===== config.mk =====
export PLATFORM = sky130hd
export DESIGN_NAME = rgb_pwm_ctrl
export DESIGN_NICKNAME = d
export VERILOG_FILES = /design/src/rtl/rgb_pwm_ctrl.sv
export SDC_FILE = /design/constraint.sdc
export NUM_CORES = 1
export LEC_CHECK = 0
export CORE_MARGIN = 8
export CORE_UTILIZATION = 60
export CTS_CLUSTER_DIAMETER = 80
export DETAILED_ROUTE_END_ITERATION = 8
export DONT_BUFFER_PORTS = 1
export GPL_TIMING_DRIVEN = 0
export PLACE_DENSITY = 0.79
export RECOVER_POWER = 100
export REMOVE_ABC_BUFFERS = 1
export SETUP_SLACK_MARGIN = 0.02
export SYNTH_ARGS = -nofsm -noshare
export SYNTH_HDL_FRONTEND = slang
export SYNTH_SLANG_ARGS = --single-unit

===== constraint.sdc =====
create_clock -name HCLK -period 6.2 [get_ports HCLK]
set_input_delay 1.24 -clock HCLK [delete_from_list [all_inputs] [get_ports HCLK]]
set_output_delay 1.24 -clock HCLK [all_outputs]
set_load 0.02 [all_outputs]

===== src/rtl/rgb_pwm_ctrl.sv =====
// Multi-channel PWM LED controller: register port sets prescaler plus per-channel duty/mode (static, breathe, blink, off).
// Latency: writes readable next cycle; duty/mode changes reach pwm_out at the next PWM period boundary only.
// Backpressure: none; one register write per cycle is always accepted, outputs are free-running.
module rgb_pwm_ctrl #(
  parameter int CHANNELS       = 3,
  parameter int PWM_WIDTH      = 8,
  parameter int PRESCALE_WIDTH = 8,
  parameter int BLINK_PERIODS  = 32
) (
  input  logic                HCLK,
  input  logic                HRESET,
  input  logic                wr_en,
  input  logic [3:0]          addr,
  input  logic [31:0]         wr_data,
  output logic [31:0]         rd_data,
  output logic [CHANNELS-1:0] pwm_out,
  output logic                period_tick
);

  localparam int W   = PWM_WIDTH;
  localparam int CW  = PWM_WIDTH + 2;
  localparam int PW  = PRESCALE_WIDTH;
  localparam int BCW = (BLINK_PERIODS > 1) ? $clog2(BLINK_PERIODS) : 1;
  localparam logic [W-1:0]   CNT_LAST   = {{(W-1){1'b1}}, 1'b0};
  localparam logic [BCW-1:0] BLINK_LAST = BCW'(BLINK_PERIODS - 1);

  typedef enum logic [1:0] {
    MODE_STATIC  = 2'b00,
    MODE_BREATHE = 2'b01,
    MODE_BLINK   = 2'b10,
    MODE_OFF     = 2'b11
  } mode_e;

  logic                         enable;
  logic [PW-1:0]                prescale;
  logic [CHANNELS-1:0][CW-1:0]  pend, shadow, shadow_nxt;
  logic [PW-1:0]                pre_cnt, pre_cnt_nxt, pre_lim, pre_lim_nxt, pre_limit;
  logic [W-1:0]                 cnt, cnt_nxt;
  logic [CHANNELS-1:0][W-1:0]   level, level_nxt, duty_eff;
  logic [CHANNELS-1:0]          dir_down, dir_down_nxt, pwm_nxt;
  logic                         blink_on, blink_on_nxt;
  logic [BCW-1:0]               blink_cnt, blink_cnt_nxt;
  logic                         en_nxt, tick, period_end;
  logic                         unused_wr_data;

  // Upper write-data bits beyond the mapped fields carry no meaning.
  assign unused_wr_data = ^wr_data;

  // Bus-side pending registers: CTRL and one CHn word per channel.
  always_ff @(posedge HCLK or posedge HRESET) begin
    if (HRESET) begin
      enable   <= 1'b0;
      prescale <= '0;
      pend     <= '0;
    end else if (wr_en) begin
      if (addr == 4'd0) begin
        enable   <= wr_data[0];
        prescale <= wr_data[8 +: PW];
      end
      for (int n = 0; n < CHANNELS; n++) begin
        if (addr == 4'(n + 1)) pend[n] <= wr_data[CW-1:0];
      end
    end
  end

  // Combinational read of the addressed pending register; unmapped reads 0.
  always_comb begin
    rd_data = '0;
    if (addr == 4'd0) begin
      rd_data[0]       = enable;
      rd_data[8 +: PW] = prescale;
    end
    for (int n = 0; n < CHANNELS; n++) begin
      if (addr == 4'(n + 1)) rd_data[CW-1:0] = pend[n];
    end
  end

  // Timebase: prescaler, period counter and shared blink phase.
  // A new prescale is sampled only when the prescaler sits at 0, so it
  // applies from the next reload rather than truncating a count in flight.
  always_comb begin
    en_nxt        = (wr_en && addr == 4'd0) ? wr_data[0] : enable;
    pre_limit     = (pre_cnt == '0) ? prescale : pre_lim;
    tick          = enable && (pre_cnt == pre_limit);
    period_end    = tick && (cnt == CNT_LAST);
    pre_lim_nxt   = pre_limit;
    pre_cnt_nxt   = (!enable || tick) ? '0 : pre_cnt + 1'b1;
    cnt_nxt       = cnt;
    blink_on_nxt  = blink_on;
    blink_cnt_nxt = blink_cnt;
    if (!enable) begin
      cnt_nxt       = '0;
      blink_on_nxt  = 1'b1;
      blink_cnt_nxt = '0;
    end else begin
      if (tick) cnt_nxt = (cnt == CNT_LAST) ? '0 : cnt + 1'b1;
      if (period_end) begin
        if (blink_cnt == BLINK_LAST) begin
          blink_on_nxt  = ~blink_on;
          blink_cnt_nxt = '0;
        end else begin
          blink_cnt_nxt = blink_cnt + 1'b1;
        end
      end
    end
  end

  // Per-channel shadow load, breathe ramp and effective duty. Everything is
  // computed from next-state values so pwm_out and period_tick line up with
  // the first counter value of a new period.
  always_comb begin
    shadow_nxt   = shadow;
    level_nxt    = level;
    dir_down_nxt = dir_down;
    duty_eff     = '0;
    pwm_nxt      = '0;
    for (int n = 0; n < CHANNELS; n++) begin
      if (!enable || period_end) shadow_nxt[n] = pend[n];
      // The ramp steps with the peak of the period that is ending.
      if (!enable || mode_e'(shadow[n][CW-1:W]) != MODE_BREATHE) begin
        level_nxt[n]    = '0;
        dir_down_nxt[n] = 1'b0;
      end else if (period_end) begin
        if (!dir_down[n]) begin
          if (level[n] < shadow[n][W-1:0]) begin
            level_nxt[n] = level[n] + 1'b1;
          end else begin
            dir_down_nxt[n] = 1'b1;
            if (level[n] != '0) level_nxt[n] = level[n] - 1'b1;
          end
        end else begin
          if (level[n] != '0) begin
            level_nxt[n] = level[n] - 1'b1;
          end else begin
            dir_down_nxt[n] = 1'b0;
            if (shadow[n][W-1:0] != '0) level_nxt[n] = level[n] + 1'b1;
          end
        end
      end
      case (mode_e'(shadow_nxt[n][CW-1:W]))
        MODE_STATIC:  duty_eff[n] = shadow_nxt[n][W-1:0];
        MODE_BREATHE: duty_eff[n] = level_nxt[n];
        MODE_BLINK:   duty_eff[n] = blink_on_nxt ? shadow_nxt[n][W-1:0] : '0;
        default:      duty_eff[n] = '0;
      endcase
      pwm_nxt[n] = en_nxt && (cnt_nxt < duty_eff[n]);
    end
  end

  // State and output registers; reset clears outputs asynchronously.
  always_ff @(posedge HCLK or posedge HRESET) begin
    if (HRESET) begin
      pre_cnt     <= '0;
      pre_lim     <= '0;
      cnt         <= '0;
      shadow      <= '0;
      level       <= '0;
      dir_down    <= '0;
      blink_on    <= 1'b1;
      blink_cnt   <= '0;
      pwm_out     <= '0;
      period_tick <= 1'b0;
    end else begin
      pre_cnt     <= pre_cnt_nxt;
      pre_lim     <= pre_lim_nxt;
      cnt         <= cnt_nxt;
      shadow      <= shadow_nxt;
      level       <= level_nxt;
      dir_down    <= dir_down_nxt;
      blink_on    <= blink_on_nxt;
      blink_cnt   <= blink_cnt_nxt;
      pwm_out     <= pwm_nxt;
      period_tick <= period_end && en_nxt;
    end
  end

endmodule

==> results of run 1 <==
[cell families (layout without fill, tap and decap cells)]
family,after synthesis,after routing,share of synthesized area
AND/OR/NAND/NOR,314,314,0.179
AO/OA/AOI/OAI,231,231,0.176
flip-flops,130,130,0.377
buffers and inverters,120,101,0.0598
multiplexers,77,77,0.102
adder cells (fa/ha/maj),55,55,0.0798
XOR/XNOR,25,25,0.0254
other,1,16,0.000435
[report_power, final]
part,switching (mW),total [mW],internal (mW)
Clock,0.402,1.12,0.719
Combinational,0.501,0.859,0.358
Sequential,0.174,1.20,1.03
Total,1.08,3.18,2.10
[what timing repair did]
| item | 4_1_cts | 5_1_grt |
|---|---|---|
| buffers inserted | 1 | 0 |
| setup endpoints to repair | 1 | 0 |
| hold buffers | 0 | 0 |
| gates resized for setup | 0 | 0 |
[how the worst max path moves through the flow]
stage	slack, ns	startpoint	to	depth (start not counted)
3_5_place_dp	-0.17	pre_cnt[0]	pwm_out[2]	15
3_3_place_gp	-0.71	pre_cnt[0]	pwm_out[2]	15
2_1_floorplan	0.88	pre_cnt[0]	pwm_out[2]	15
5_1_grt	0.14	pre_cnt[0]	pwm_out[0]	18
6_report	0.41	pre_cnt[0]	pwm_out[0]	17
4_1_cts	0.63	pre_cnt[0]	pwm_out[2]	15
[worst reg2reg max path: cells and delay by family (launching register included)]
kind | cells | cell delay [ns]
AO/OA/AOI/OAI | 8 | 2.34
adder cells (fa/ha/maj) | 2 | 0.49
buffers and inverters | 2 | 0.86
flip-flops | 1 | 0.47
AND/OR/NAND/NOR | 5 | 1.55
[synthesized netlist by cell type (5+ instances only)]
master       n  area share
o22a_1       7      0.0071
clkbuf_1    32       0.014
a22oi_1     15       0.013
o32a_1       6      0.0070
mux2_2      60       0.078
a211oi_1     9      0.0078
ha_1        55       0.080
nor2_1      92       0.040
mux2i_1     14       0.016
xor2_1      12       0.012
nand3_1     25       0.015
nor3_1      17      0.0099
buf_4       16       0.014
o32ai_1      5      0.0051
or4_1       10      0.0087
a21oi_1     60       0.035
nand2b_1     9      0.0065
and2_1      17       0.012
o21ai_0     58       0.034
nand2_1     79       0.034
nor2b_1     12      0.0087
and3_1      11      0.0080
nand4_1     13      0.0094
inv_1       65       0.028
a21o_1      11      0.0096
or3_1        7      0.0051
xnor2_1     13       0.013
dfrtp_1    129        0.37
a31oi_1      5      0.0036
a2bb2oi_1    5      0.0051
[layout make-up]
type,count,area (um2)
timing repair buffer,3,12.5
multi-input combinational,718,4920
tap,184,230
fill,1149,4990
clock buffer,17,425
inverter,66,249
clock inverter,15,230
sequential,130,3250
[layer usage]
layer	up-vias	global-route usage	wire length [um]
met1	3541	0.326	9650
met2	273	0.380	10300
met4	0	0.0818	464
met3	41	0.0599	1650
li1	3369	-	-
met5	-	0	0
[flip-flops by register name (all words and copies together), names as in the netlist, 3 cells and up]
register	count
blink_cnt	5
cnt	8
dir_down	3
level	24
pend	30
pre_cnt	8
pre_lim	8
prescale	8
pwm_out	3
shadow	30
[cells in the final DEF, fill, tap and decap left out, types with 5 or more instances in the layout]
master,count
nand4_1,13
a22oi_1,15
a31oi_1,5
and2_1,6
dfrtp_1,129
nor3_1,17
ha_1,55
or3_1,7
nand3_1,25
a211oi_1,8
o21ai_0,59
nor2_1,92
a2bb2oi_1,5
or4_1,10
and2_0,11
o32ai_1,5
inv_1,64
mux2_2,58
conb_1,16
and3_1,11
a21oi_1,60
clkbuf_16,17
o22a_1,7
o32a_1,6
nand2_1,78
nor2b_1,12
bufinv_16,5
a21o_1,11
xor2_1,12
mux2i_1,14
nand2b_1,9
xnor2_1,13
[metrics by stage]
| stage | hold slack (ns) | setup slack, ns | area, um2 | std cells |
|---|---|---|---|---|
| 2_1_floorplan | 0.450 | 0.876 | 8420 | 914 |
| 3_3_place_gp | 0.469 | -0.707 | 8650 | 1098 |
| 3_5_place_dp | 0.493 | -0.168 | 8720 | 1100 |
| 4_1_cts | 0.499 | 0.634 | 9380 | 1133 |
| 5_1_grt | 0.529 | 0.138 | 9320 | 1133 |
| 6_report | 0.493 | 0.407 | 9320 | 1133 |
==> impl_metrics.json, run 1 <==
{
  "clock_skew_ns": 0.00594,
  "cts_max_level": 4,
  "initial_core_util": 0.603,
  "finish.utilization": 0.651,
  "timing.fmax_ghz": 0.173,
  "postSynthAreaPerCell_um2": 9.05,
  "rsz0062_at_grt": "false",
  "ys_warn_count": 0,
  "dr.pass1.iters": 5,
  "critical_path_class": "reg -> reg",
  "boundaryPins": 75,
  "place_congestion": 0.908,
  "syn_to_final_growth_pct": 8.06,
  "r2r_slack_ns": 0.41,
  "tightest_slew_ns": 2.08,
  "violations": "capacitance limit, slew limit",
  "synth_edf_count": 0,
  "fp.dieH_um": 136,
  "r2r_end": "pwm_out[0]",
  "ant_nets": 0,
  "worstSkewPairLatency_ns": 0.42,
  "drv_slew": 133,
  "peakVddDrop_v": 0.000389,
  "diodes": 0,
  "ys_seq_elements": 130,
  "cpPeakStageDelay_ns": 0.92,
  "hold_path_class": "reg -> reg",
  "via_per_inst": 6.38,
  "grt_pass1_wl_um": 35900,
  "path_buf_inv": 2,
  "p_per_area_mw_per_mm2": 341,
  "port_buffers": 0,
  "cp-start-kind": "flop",
  "ys.flop_type": "dfrtp_1",
  "antenna_found_initial": 0,
  "crit_slowest_cell": "o2111ai_1",
  "gr-total-overflow": 0,
  "drc_errors": 0,
  "cts_tree": "built",
  "core_mm2": 0.0143,
  "slew_headroom": -0.390,
  "clkSlewWorstSetupHoldPaths_ns": 0.06,
  "min_period_ns": 5.79,
  "crit_chain": "inv_1, ha_1, or4b_1, or4_4, and4_1, o2111ai_1, clkbuf_1, a2111oi_0, a211oi_1, a21oi_1, ha_1, a21o_1, a21oi_1, o21ai_0, nor3_1, nand2_1, o21ai_2",
  "cp.required_ns": 6.54,
  "grt_pass1_vias": 6955,
  "cts_buffers": 17,
  "wl_um": 22100,
  "fin_total_pwr_mw": 3.18,
  "tns_ns": 0,
  "r2r_start": "pre_cnt[0]",
  "first_iter_violations": 818,
  "cp.arrival_ns": 6.13,
  "endpoint_kind": "flop",
  "clock_sinks": 130,
  "async_flop_share": 1.00,
  "syn-cell-area_mm2": 0.00863,
  "hold_end": "pre_lim[3]",
  "crit_family": "compound AO/OA/AOI/OAI gates",
  "netlist_instances": 953,
  "holdPathStages": 2,
  "hp-start": "pre_lim[3]",
  "hpwlAfterDp_um": 15300,
  "grt_usage": 0.244,
  "yosysSeqAreaShare": 0.377,
  "vias": 7224,
  "final_net_count": 1030,
  "reg2reg_depth": 17,
  "die_area_mm2": 0.0185,
  "finalSetupViolCount": 0,
  "cts_buffer_depth": 2,
  "grt_max_degree": 87,
  "p_leak_nw": 4.24,
  "drive_gt1_frac": 0.110,
  "crit_fanout": 17,
  "maxCapViolations": 2,
  "dieWidth_um": 136,
  "rows": 44,
  "period_share": 0.934,
  "status": "complete, but fails checks",
  "wl_per_cell_um": 19.5,
  "synth.distinct_cells": 73,
  "finalHoldViolations": 0,
  "clock-root-buffer": "clkbuf_16"
}
Note: power is estimated with default switching activity, not from simulation.
==> run 2: changes to the inputs <==
--- a/config.mk
+++ b/config.mk
@@ -5,6 +5,7 @@
 export SDC_FILE = /design/constraint.sdc
 export NUM_CORES = 1
 export LEC_CHECK = 0
+export ABC_CLOCK_PERIOD_IN_PS = 7000
 export CORE_MARGIN = 8
 export CORE_UTILIZATION = 60
 export CTS_CLUSTER_DIAMETER = 80
==> constraint.sdc (replaced) <==
create_clock -name HCLK -period 7 [get_ports HCLK]
set_input_delay 1.4 -clock HCLK [delete_from_list [all_inputs] [get_ports HCLK]]
set_output_delay 1.4 -clock HCLK [all_outputs]
set_load 0.02 [all_outputs]
==> run 2 against run 1 <==
Effect of this change: the run still ends with capacitance limit, slew limit left; clock skew increased by 0.00099 ns; critical path depth decreased by 2; die area unchanged; non-clock buffer count decreased by 1; sequential cell count unchanged; wire length decreased by 0.30%; design area about the same; power decreased by 12%; register-to-register slack improved by 0.09 ns; sequential power decreased by 12%; cell count about the same; critical path type unchanged; largest cell class unchanged; largest power group unchanged.
==> impl_metrics.json, run 2 (synthesis gave the netlist of run 1 again) <==
{
  "dieWidth_um": 136,
  "r2r_slack_ns": 0.50,
  "gr-total-overflow": 0,
  "clock-root-buffer": "clkbuf_16",
  "crit_slowest_cell": "o211ai_1",
  "cp-start-kind": "flop",
  "grt_util_met2": 0.379,
  "tightest_slew_ns": 3.71,
  "critical_path_class": "reg -> reg",
  "p_leak_nw": 4.24,
  "initial_core_util": 0.603,
  "cts_max_level": 4,
  "reg.largest.list": "pend x30, shadow x30, level x24",
  "timing.fmax_ghz": 0.154,
  "port_buffers": 0,
  "holdPathStages": 2,
  "drc_errors": 0,
  "syn_to_final_growth_pct": 7.99,
  "cpPeakStageDelay_ns": 0.99,
  "fin_total_pwr_mw": 2.81,
  "core_mm2": 0.0143,
  "clkSlewWorstSetupHoldPaths_ns": 0.06,
  "cts_buffers": 17,
  "drive_gt1_frac": 0.105,
  "cpMostUsedCell": "ha_1",
  "postCtsHoldBufs": 0,
  "hold_end": "pre_lim[3]",
  "violations": "capacitance limit, slew limit",
  "period_share": 0.929,
  "crit_chain": "inv_1, ha_1, or4b_1, or4_4, and4_1, o211ai_1, nand2_2, mux2i_1, nand2b_1, a21boi_0, ha_1, a21o_1, a2111oi_0, nand3b_1, o21ai_0",
  "top_usage_layer": "met2",
  "crit_fanout": 46,
  "use_met3": 0.0591,
  "boundaryPins": 75,
  "peakVddDrop_v": 0.000344,
  "grt_pass1_vias": 6941,
  "wl_um": 22000,
  "finalSetupViolCount": 0,
  "final_cells": 1132,
  "worstSkewPairLatency_ns": 0.42,
  "via_per_inst": 6.37,
  "gr-usage-met1": 0.325,
  "regArea_mm2": 0.00325,
  "hp-start": "pre_lim[3]",
  "grt_usage": 0.243,
  "worstSetupStartpoint": "pre_cnt[0]",
  "slew_headroom": -1.47,
  "diodes": 0,
  "clock_sinks": 130,
  "min_period_ns": 6.50,
  "rsz0062_at_grt": "false",
  "dp_cells": 1100,
  "setup_ws_ns": 0.496,
  "drv_slew": 133,
  "ant_nets": 0,
  "rows": 44,
  "clock_skew_ns": 0.00693,
  "final_net_count": 1029,
  "maxCapViolations": 2,
  "final_common_cell": "dfrtp_1",
  "wl_per_cell_um": 19.4,
  "tns_ns": 0,
  "hold_path_class": "reg -> reg",
  "r2r_start": "pre_cnt[0]",
  "status": "complete, but fails checks",
  "r2r_end": "pwm_out[2]",
  "place_congestion": 0.908,
  "post_cts_buffers": 0,
  "cts_tree": "built",
  "fp.dieH_um": 136,
  "antenna_found_initial": 0,
  "vias": 7206,
  "final_cell_mix": "dfrtp_1 (129), nor2_1 (92), nand2_1 (78), inv_1 (64)",
  "p_per_area_mw_per_mm2": 302,
  "hpwlAfterDp_um": 15300,
  "dr.pass1.iters": 6,
  "cts_buffer_depth": 2,
  "grt_pass1_wl_um": 35800,
  "first_iter_violations": 831,
  "ctsResizeCount": 0,
  "grt_max_degree": 87,
  "endpoint_kind": "flop",
  "cp.required_ns": 7.32,
  "cp.arrival_ns": 6.82,
  "reg2reg_depth": 15,
  "dp_slack_ns": 0.632,
  "die_area_mm2": 0.0185,
  "finalHoldViolations": 0,
  "nFillCells": 1148,
  "multiInputGateArea_mm2": 0.00491
}
[run 2: cell count changes in the layout (fill, tap and decap cells not counted), sizes merged]
cell	before	now
dlymetal6s4s	0	1
clkbuf	20	18
[run 2: per-stage QoR]
stage / hold slack [ns] / cell area, um2 / util
2_1_floorplan: 0.450 / 8420 / -
3_3_place_gp: 0.469 / 8650 / 0.604
3_5_place_dp: 0.493 / 8720 / 0.609
4_1_cts: 0.499 / 9380 / 0.655
5_1_grt: 0.529 / 9320 / 0.651
6_report: 0.493 / 9320 / 0.651
[run 2: worst max-delay path by stage]
stage,slack (ns),depth (start not counted),to
6_report,0.50,15,pwm_out[2]
5_1_grt,0.03,15,pwm_out[2]
4_1_cts,0.59,15,pwm_out[2]
3_5_place_dp,0.63,15,pwm_out[2]
3_3_place_gp,0.09,15,pwm_out[2]
2_1_floorplan,1.68,15,pwm_out[2]
[run 2: area by class of cell]
cell class	instances	area share
multi-input cells	718	0.527
inverters	66	0.0267
clock inverters	15	0.0247
well taps	184	0.0247
clock buffers	17	0.0457
repair buffers	2	0.00175
flip-flops and latches	130	0.349
[run 2: per-layer routing]
metal	wire (um)	vias up
met5	0	-
met4	475	0
met3	1620	45
met2	10300	270
met1	9660	3520
li1	-	3371
[run 2: where the power goes]
group / total [mW] / switching (mW) / internal, mW
Combinational: 0.756 / 0.440 / 0.315
Sequential: 1.06 / 0.153 / 0.908
Clock: 0.994 / 0.357 / 0.637
Total: 2.81 / 0.950 / 1.86
[run 2: worst max-delay path, delay by kind of cell (launching register included)]
family	cells	cell delay [ns]
AOI/OAI and AO/OA	5	2.18
adders and majority gates	2	0.46
buffers and inverters	1	0.12
DFF	1	0.46
muxes	1	0.77
and+or+nand+nor	6	2.40
==> run 3: changes to the inputs <==
--- a/config.mk
+++ b/config.mk
@@ -5,7 +5,7 @@
 export SDC_FILE = /design/constraint.sdc
 export NUM_CORES = 1
 export LEC_CHECK = 0
-export ABC_CLOCK_PERIOD_IN_PS = 7000
+export ABC_CLOCK_PERIOD_IN_PS = 7200
 export CORE_MARGIN = 8
 export CORE_UTILIZATION = 60
 export CTS_CLUSTER_DIAMETER = 80
==> constraint.sdc (replaced) <==
create_clock -name HCLK -period 7.2 [get_ports HCLK]
set_input_delay 1.44 -clock HCLK [delete_from_list [all_inputs] [get_ports HCLK]]
set_output_delay 1.44 -clock HCLK [all_outputs]
set_load 0.02 [all_outputs]
==> results of run 3 <==
Same layout as run 2 (identical final DEF). Status: complete, but fails checks: capacitance limit, slew limit.
Among the figures that moved: setup slack after placement 0.632 ns -> 0.832 ns; setup slack after layout 0.496 ns -> 0.696 ns; register-to-register setup slack 0.50 ns -> 0.70 ns; total power 2.81 mW -> 2.73 mW; worst IR drop on VDD 0.000344 V -> 0.000334 V
